==> src/rtl/can_tx_scheduler.sv <==
// can_tx_scheduler: round-robin sharing of one CAN TX packet port.
// Retries NACKed frames after a gap; aborts a request on timeout.
module can_tx_scheduler #(
   parameter int          NUM_REQ     = 4,
   parameter int          MAX_RETRY   = 3,
   parameter logic [15:0] GAP_CYC     = 16'd1000,
   parameter logic [31:0] TIMEOUT_CYC = 32'd2000000
) (
   input  logic                   clk,
   input  logic                   rst,
   input  logic [NUM_REQ-1:0]     req_valid,
   input  logic [32*NUM_REQ-1:0]  req_data,
   output logic [NUM_REQ-1:0]     req_ready,
   output logic [NUM_REQ-1:0]     rsp_done,
   output logic [1:0]             rsp_status,
   output logic                   busy,
   output logic                   tx_start,
   output logic [31:0]            tx_data,
   input  logic                   tx_done,
   input  logic                   tx_acked
);

   localparam int PW = (NUM_REQ > 1) ? $clog2(NUM_REQ) : 1;

   localparam logic [NUM_REQ-1:0] ONE = {{(NUM_REQ-1){1'b0}}, 1'b1};

   typedef enum logic [1:0] {IDLE, SEND, GAP, REPORT} state_t;

   state_t        state;
   logic [PW-1:0] rr_ptr;
   logic [PW-1:0] owner;
   logic [3:0]    retry_cnt;
   logic [15:0]   gap_cnt;
   logic [31:0]   timer;

   logic          sel_found;
   logic [PW-1:0] sel_idx;
   logic [PW:0]   probe;
   logic [PW-1:0] rr_next;
   logic [31:0]   timer_inc;
   logic          timed_out;
   logic          last_gap;
   logic          retry_left;

   assign timer_inc  = (timer == '1) ? timer : timer + 32'd1;
   assign timed_out  = (timer >= TIMEOUT_CYC - 32'd1);
   assign last_gap   = (gap_cnt >= GAP_CYC - 16'd1);
   assign retry_left = (retry_cnt < 4'(MAX_RETRY));
   assign rr_next    = (sel_idx == PW'(NUM_REQ - 1)) ?
                       '0 : sel_idx + 1'b1;

   // First valid requester at or after rr_ptr, wrapping around.
   always_comb begin
      sel_found = 1'b0;
      sel_idx   = '0;
      probe     = '0;
      for (int i = NUM_REQ - 1; i >= 0; i--) begin
         probe = {1'b0, rr_ptr} + (PW+1)'(i);
         if (probe >= (PW+1)'(NUM_REQ))
            probe = probe - (PW+1)'(NUM_REQ);
         if (req_valid[probe[PW-1:0]]) begin
            sel_found = 1'b1;
            sel_idx   = probe[PW-1:0];
         end
      end
   end

   // Request FSM: accept, launch, retry gap, report; all outputs registered.
   always_ff @(posedge clk) begin
      if (rst) begin
         state      <= IDLE;
         rr_ptr     <= '0;
         owner      <= '0;
         retry_cnt  <= '0;
         gap_cnt    <= '0;
         timer      <= '0;
         req_ready  <= '0;
         rsp_done   <= '0;
         rsp_status <= 2'b00;
         busy       <= 1'b0;
         tx_start   <= 1'b0;
         tx_data    <= '0;
      end else begin
         req_ready <= '0;
         rsp_done  <= '0;
         unique case (state)
            IDLE: begin
               if (sel_found) begin
                  req_ready <= ONE << sel_idx;
                  tx_data   <= req_data[32*sel_idx +: 32];
                  owner     <= sel_idx;
                  rr_ptr    <= rr_next;
                  retry_cnt <= '0;
                  timer     <= '0;
                  busy      <= 1'b1;
                  tx_start  <= 1'b1;
                  state     <= SEND;
               end
            end
            SEND: begin
               timer <= timer_inc;
               if (tx_done) begin
                  tx_start <= 1'b0;
                  if (tx_acked) begin
                     rsp_status <= 2'b00;
                     rsp_done   <= ONE << owner;
                     state      <= REPORT;
                  end else if (retry_left) begin
                     retry_cnt <= retry_cnt + 4'd1;
                     gap_cnt   <= '0;
                     state     <= GAP;
                  end else begin
                     rsp_status <= 2'b01;
                     rsp_done   <= ONE << owner;
                     state      <= REPORT;
                  end
               end else if (timed_out) begin
                  tx_start   <= 1'b0;
                  rsp_status <= 2'b10;
                  rsp_done   <= ONE << owner;
                  state      <= REPORT;
               end
            end
            GAP: begin
               timer <= timer_inc;
               if (timed_out) begin
                  rsp_status <= 2'b10;
                  rsp_done   <= ONE << owner;
                  state      <= REPORT;
               end else if (last_gap) begin
                  tx_start <= 1'b1;
                  state    <= SEND;
               end else begin
                  gap_cnt <= gap_cnt + 16'd1;
               end
            end
            REPORT: begin
               busy  <= 1'b0;
               state <= IDLE;
            end
            default: state <= IDLE;
         endcase
      end
   end

endmodule

==> config.mk <==
export PLATFORM = sky130hd
export DESIGN_NAME = can_tx_scheduler
export DESIGN_NICKNAME = d
export VERILOG_FILES = /design/src/rtl/can_tx_scheduler.sv
export SDC_FILE = /design/constraint.sdc
export NUM_CORES = 1
export LEC_CHECK = 0
export BUFFER_PORTS_ARGS = -buffer_cell sky130_fd_sc_hd__buf_2
export CAP_MARGIN = 10
export CORE_MARGIN = 2
export CORE_UTILIZATION = 51
export CTS_CLUSTER_DIAMETER = 120
export CTS_CLUSTER_SIZE = 24
export DETAILED_ROUTE_END_ITERATION = 8
export GPL_TIMING_DRIVEN = 0
export HOLD_SLACK_MARGIN = 0.1
export PLACE_DENSITY = 0.81
export SETUP_SLACK_MARGIN = 0.02
export SLEW_MARGIN = 15
export SYNTH_ARGS = -nofsm -noshare
export SYNTH_HDL_FRONTEND = slang
export SYNTH_SLANG_ARGS = --single-unit
==> constraint.sdc <==
create_clock -name clk -period 2.72 [get_ports clk]
set_input_delay 0.136 -clock clk [delete_from_list [all_inputs] [get_ports clk]]
set_output_delay 0.136 -clock clk [all_outputs]
set_load 0.02 [all_outputs]
==> impl_metrics.tcl, run 1 <==
set metrics [dict create \
    ff_latch_area_sq_mm 0.00204 \
    synth-edff-count 0 \
    ys.flop_type "dfxtp_1" \
    period_share_pct 94.9 \
    netlist_area_sq_mm 0.00519 \
    cts_tree "built" \
    max_freq_mhz 387 \
    instances_no_fill 996 \
    synth_cell_type_count 57 \
    relSlewSlack_pct 40.3 \
    die_h_microns 105 \
    placementRows 36 \
    maxCapViolCount 0 \
    firstDrtPassIters 5 \
    layout.nets 1003 \
    synth-seq-area-share_pct 39.3 \
    status "finished, final reports clean" \
    cp.required_ns 2.96 \
    n_fill_cell 684 \
    initial_core_util_pct 52.9 \
    gp_congestion 0.902 \
    path_cells "nor2_1 -> a211o_1 -> a21oi_1 -> clkbuf_2 -> clkbuf_4 -> mux2i_1 -> dlygate4sd3_1 -> o221ai_1" \
    synth_common_cells "102 x dfxtp_1, 66 x mux2i_1, 59 x nand2_1" \
    area_delta_synth_final_pct 40.8 \
    clock_sinks 102 \
    hold_class "in2reg" \
    place_inst 897 \
    drt.antenna.violating_nets 0 \
    finalHoldViolations 0 \
    synth-warning-count 0 \
    path_max_fanout 10 \
    synth-seq-cells 102 \
    async_reset_ff_share_pct 0 \
    synth.largest_area_cell "dfxtp_1" \
    antenna_found_initial 1 \
    place_area_sq_mm 0.00625 \
    io_buffers 178 \
    grt_pass1_wl_mm 30.6 \
    worstPathArrival_ns 2.82 \
    grt_max_degree 19 \
    drt_iter0_drc 390 \
    finalPower_w 0.00586 \
    yosys.cell_count.top_type "dfxtp_1" \
    slowest_delay_ns 0.59 \
    setup_violations 0 \
    fp.dieArea_sq_mm 0.0110 \
    clk_latency_ns 0.37 \
    overflow 0 \
    critical_path.startpoint_type "flop" \
    final_area_sq_mm 0.00732 \
    drc 0 \
    ios 180 \
    cts_made_buffers 9 \
    finalWirelength_mm 19.7 \
    grtUsageTotal_pct 34.9 \
    hpwl_mm 11.9 \
    fin_skew_ns 0.0104 \
    cts_buffer_depth 2 \
    wl_per_cell_microns 19.8 \
    criticalPathCategory "reg2reg" \
    synth_top_area_share_pct 39.3 \
    synth.avg_cell_area_sq_um 8.87 \
    cp-end-kind "flop" \
    cts.htree.levels 3 \
    slew_viol_final 0 \
    tightest_slew_ns 0.887 \
    grt_pass1_vias 6176 \
    fin_crit_ns 2.58 \
    crit_family "buffers and inverters" \
    synth_nets 732 \
    netlist_instances 586 \
    p_per_area_mw_per_mm2 801 \
    core_area_sq_mm 0.00982 \
    drive_gt1_share_pct 25.5 \
    vias 5962 \
    slowest_stage "dlygate4sd3_1" \
    dieWidth_microns 105 \
    leakagePower_nw 3.16 \
    clock-root-buffer "clkbuf_8" \
    tns_ns 0 \
    worst-path-buf-inv 3 \
    multi_input_area_sq_mm 0.00299 \
    peakVddDrop_v 0.000590 \
    cts.clk_slew.worst_paths_ns 0.11 \
    synth_area_leaders "dfxtp_1 39%, mux2i_1 13%, o221ai_1 5.6%" \
    rsz0062_at_grt "no" \
    via_per_inst 5.99 \
]
==> what timing repair did <==
action | in CTS | in global routing
resized for setup | 1 | 12
setup endpoints to repair | 1 | 40
setup buffers | 0 | 1
hold buffers | 81 | 0
pin swaps | 0 | 1
endpoints found under the hold margin | 26 | 0
==> layout make-up <==
| class | count | share of cell area (%) |
|---|---|---|
| clock buffers | 9 | 1.69 |
| repair buffers | 260 | 23.4 |
| clock inverters | 7 | 1.08 |
| plain buffers | 34 | 2.12 |
| diodes | 1 | 0.0342 |
| flip-flops and latches | 102 | 27.9 |
| well taps | 133 | 2.27 |
| inverters | 13 | 0.667 |
| multi-input cells | 437 | 40.8 |
==> placed cells by master, fill, tap and decap left out, types with 13 or more instances in the layout <==
cell type        n
clkbuf_1        20
nand3_1         24
a21oi_1         26
inv_1           13
nor2_1          55
dlygate4sd3_1   81
nand2_1         59
o221ai_1        33
dfxtp_1        100
buf_2          183
mux2i_1         66
nand4_1         15
xor2_1          20
==> worst register-to-register path, delay by kind of cell (launching register included) <==
family	cells	cell delay, ns
compound gates	3	0.56
buf+inv	3	1.11
flops	1	0.41
mux	1	0.29
simple gates	1	0.10
==> flip-flops by register name, summed over array words and instances (netlist names) <==
name / count
tx_data: 32
rsp_done: 4
busy: 1
retry_cnt: 4
timer: 32
rr_ptr: 2
rsp_status: 2
req_ready: 4
tx_start: 1
gap_cnt: 16
owner: 2
state: 2
==> per-layer routing <==
layer | vias up | global-route usage [%] | routed length [microns]
met1 | 2813 | 38.0 | 7170
met2 | 348 | 60.7 | 9900
li1 | 2695 | - | -
met3 | 106 | 8.92 | 1430
met5 | - | 0 | 0
met4 | 0 | 21.0 | 1250
==> cell families (layout without fill, tap and decap cells) <==
group	count (synthesis)	after routing	share of synthesized area, %
other	0	1	0
XOR/XNOR	27	27	4.55
adder cells (fa/ha/maj)	10	10	2.41
buffers and inverters	47	323	3.64
flip-flops	102	102	39.3
AO/OA/AOI/OAI	100	100	14.6
multiplexers	66	66	12.7
AND/OR/NAND/NOR	234	234	22.8
==> worst paths after layout <==
kind                       startpoint                  endpoint  slack (ns)  cells after the start
max            rr_ptr[0]$_SDFFE_PP0P_  tx_data[29]$_SDFFE_PP0P_        0.14                      8
min                     req_data[113]  tx_data[17]$_SDFFE_PP0P_        0.11                      3
max reg2reg    rr_ptr[0]$_SDFFE_PP0P_  tx_data[29]$_SDFFE_PP0P_        0.14                      8
min reg2reg  tx_data[12]$_SDFFE_PP0P_  tx_data[12]$_SDFFE_PP0P_        0.47                      2
==> metrics by stage <==
stage	util [%]	worst slack [ns]	hold slack, ns
final	74.5	0.138	0.110
after global routing	74.5	0.0391	0.108
after CTS	74.1	0.0476	0.100
after detailed placement	63.7	-0.0320	0.361
after global placement	63.7	0.0350	0.355
after floorplan	-	0.369	0.239
==> power by group <==
part / switching (W) / total (W) / internal [W]
clock: 0.000569 / 0.00101 / 0.000440
combinational: 0.00173 / 0.00283 / 0.00110
sequential: 0.000219 / 0.00202 / 0.00180
Note: power is estimated with default switching activity, not from simulation.
==> run 2, diff against run 1 <==
--- a/config.mk
+++ b/config.mk
@@ -8,13 +8,13 @@
 export BUFFER_PORTS_ARGS = -buffer_cell sky130_fd_sc_hd__buf_2
 export CAP_MARGIN = 10
 export CORE_MARGIN = 2
-export CORE_UTILIZATION = 51
+export CORE_UTILIZATION = 46
 export CTS_CLUSTER_DIAMETER = 120
 export CTS_CLUSTER_SIZE = 24
 export DETAILED_ROUTE_END_ITERATION = 8
 export GPL_TIMING_DRIVEN = 0
 export HOLD_SLACK_MARGIN = 0.1
-export PLACE_DENSITY = 0.81
+export PLACE_DENSITY = 0.77
 export SETUP_SLACK_MARGIN = 0.02
 export SLEW_MARGIN = 15
 export SYNTH_ARGS = -nofsm -noshare
==> constraint.sdc (replaced) <==
create_clock -name clk -period 2.35 [get_ports clk]
set_input_delay 0.1175 -clock clk [delete_from_list [all_inputs] [get_ports clk]]
set_output_delay 0.1175 -clock clk [all_outputs]
set_load 0.02 [all_outputs]
==> impl_metrics.tcl, run 2 (synthesis results as in run 1) <==
set metrics [dict create \
    ios 180 \
    layout.nets 962 \
    dieWidth_microns 110 \
    layout_commonest_cell "buf_2" \
    fp.dieArea_sq_mm 0.0122 \
    criticalPathCategory "reg2reg" \
    hold_class "in2reg" \
    clock-root-buffer "clkbuf_16" \
    overflow 0 \
    placementRows 38 \
    io_buffers 178 \
    reg2reg_depth 6 \
    slew_viol_final 0 \
    holdPathStages 3 \
    r2r-end "tx_start$_SDFFE_PP0P_" \
    rsz0062_at_grt "yes" \
    hold_start "req_data[120]" \
    die_h_microns 110 \
    n_fill_cell 891 \
    grtUsageTotal_pct 26.5 \
    clk_latency_ns 0.36 \
    max_freq_mhz 444 \
    drc 0 \
    cts_tree "built" \
    wl_per_cell_microns 17.5 \
    grt_pass1_wl_mm 25.4 \
    worst-r2r-setup-slack_ns 0.1 \
    reg_top3 "timer (32), tx_data (32), gap_cnt (16)" \
    grt_max_degree 23 \
    path_max_fanout 5 \
    worstPathArrival_ns 2.53 \
    critical_path.startpoint_type "flop" \
    finalWirelength_mm 16.8 \
    reg2reg_from "timer[11]$_SDFFE_PP0P_" \
    final_cell_mix "184 x buf_2, 98 x dfxtp_1, 66 x mux2i_1" \
    cts.clk_slew.worst_paths_ns 0.09 \
    firstDrtPassIters 6 \
    vias 5586 \
    leakagePower_nw 3.08 \
    drt.antenna.violating_nets 0 \
    setup_violations 0 \
    final_area_sq_mm 0.00709 \
    finalHoldViolations 0 \
    tightest_slew_ns 0.825 \
    fin_skew_ns 0.0201 \
    peakVddDrop_v 0.000609 \
    relSlewSlack_pct 44.5 \
    core_area_sq_mm 0.0109 \
    cts_buffer_depth 2 \
    cts.htree.levels 3 \
    cp-end-kind "flop" \
    num_antenna_cells 0 \
    period_share_pct 95.9 \
    drive_gt1_share_pct 30.2 \
    initial_core_util_pct 47.5 \
    antenna_found_initial 0 \
    cts_made_buffers 9 \
    maxCapViolCount 0 \
    hold_path_end "tx_data[24]$_SDFFE_PP0P_" \
    p_per_area_mw_per_mm2 979 \
    grt_pass1_vias 5500 \
    area_delta_synth_final_pct 36.5 \
    clock_sinks 102 \
    fin_crit_ns 2.25 \
    gp_congestion 0.888 \
    tns_ns 0 \
    cp.required_ns 2.63 \
    drt_iter0_drc 281 \
    place_area_sq_mm 0.00626 \
    hpwl_mm 11.8 \
    via_per_inst 5.81 \
    status "finished, final reports clean" \
]
[run 2: cell types whose count changed in the layout (fill, tap and decap cells not counted), sizes merged, moves of 2 or more]
cell / before / now
buf: 186 / 197
clkbuf: 36 / 31
dlygate4sd3: 81 / 34
inv: 17 / 19
[run 2: worst max-delay path: stages, from the launching register on]
cell,delay [ns]
dfxtp_4,0.35
or4_4,0.54
a211o_1,0.28
a221oi_4,0.39
nor2_2,0.08
or4_1,0.46
o21ai_0,0.08
[run 2: through the flow]
step / power (W) / utilization (%) / setup slack, ns / cells / hold slack, ns
after floorplan: 0.00424 / - / 0.0722 / 586 / 0.220
after global placement: 0.00505 / 57.3 / -0.274 / 904 / 0.348
after detailed placement: 0.00514 / 57.3 / -0.388 / 904 / 0.351
after CTS: 0.00681 / 63.7 / -0.00672 / 956 / 0.100
after global routing: 0.00728 / 64.9 / -0.0474 / 961 / 0.101
final: 0.00694 / 64.9 / 0.0966 / 961 / 0.0907
[run 2: area by class of cell]
| cell class | count | area [sq um] | area share (%) |
|---|---|---|---|
| Clock buffer | 9 | 225 | 3.18 |
| Tap cell | 140 | 175 | 2.47 |
| Timing Repair Buffer | 221 | 1300 | 18.3 |
| Inverter | 13 | 48.8 | 0.688 |
| Sequential cell | 102 | 2060 | 29.0 |
| Multi-Input combinational cell | 437 | 3050 | 43.0 |
| Clock inverter | 7 | 88.8 | 1.25 |
| Buffer | 32 | 153 | 2.15 |
[run 2: worst max path at each step]
stage | from | endpoint | cells after the start | slack (ns)
global placement | state[0]$_SDFFE_PP0P_ | timer[27]$_SDFFE_PP0P_ | 10 | -0.27
floorplan | state[0]$_SDFFE_PP0P_ | timer[27]$_SDFFE_PP0P_ | 10 | 0.07
detailed placement | state[0]$_SDFFE_PP0P_ | timer[27]$_SDFFE_PP0P_ | 10 | -0.39
global route | timer[21]$_SDFFE_PP0P_ | gap_cnt[5]$_SDFFE_PP0P_ | 6 | -0.05
finish | timer[11]$_SDFFE_PP0P_ | tx_start$_SDFFE_PP0P_ | 6 | 0.1
CTS | state[0]$_SDFFE_PP0P_ | timer[27]$_SDFFE_PP0P_ | 9 | -0.007
[run 2: power breakdown]
part,switching [W],internal (W)
clock,0.000777,0.000781
sequential,0.000239,0.00209
combinational,0.00189,0.00116
total,0.00291,0.00403
[run 2: per-layer routing]
| layer | track usage [%] | vias up | routed length, microns |
|---|---|---|---|
| met5 | 0 | - | 0 |
| met4 | 10.3 | 0 | 620 |
| met3 | 6.00 | 74 | 1100 |
| met2 | 45.6 | 272 | 8470 |
| met1 | 32.1 | 2629 | 6600 |
| li1 | - | 2611 | - |
[run 2: timing repair]
item,CTS,global route
gates resized for setup,9,40
setup buffers,4,5
setup endpoints to repair,60,71
hold buffers,33,1
pin swaps,1,6
endpoints found under the hold margin,17,1
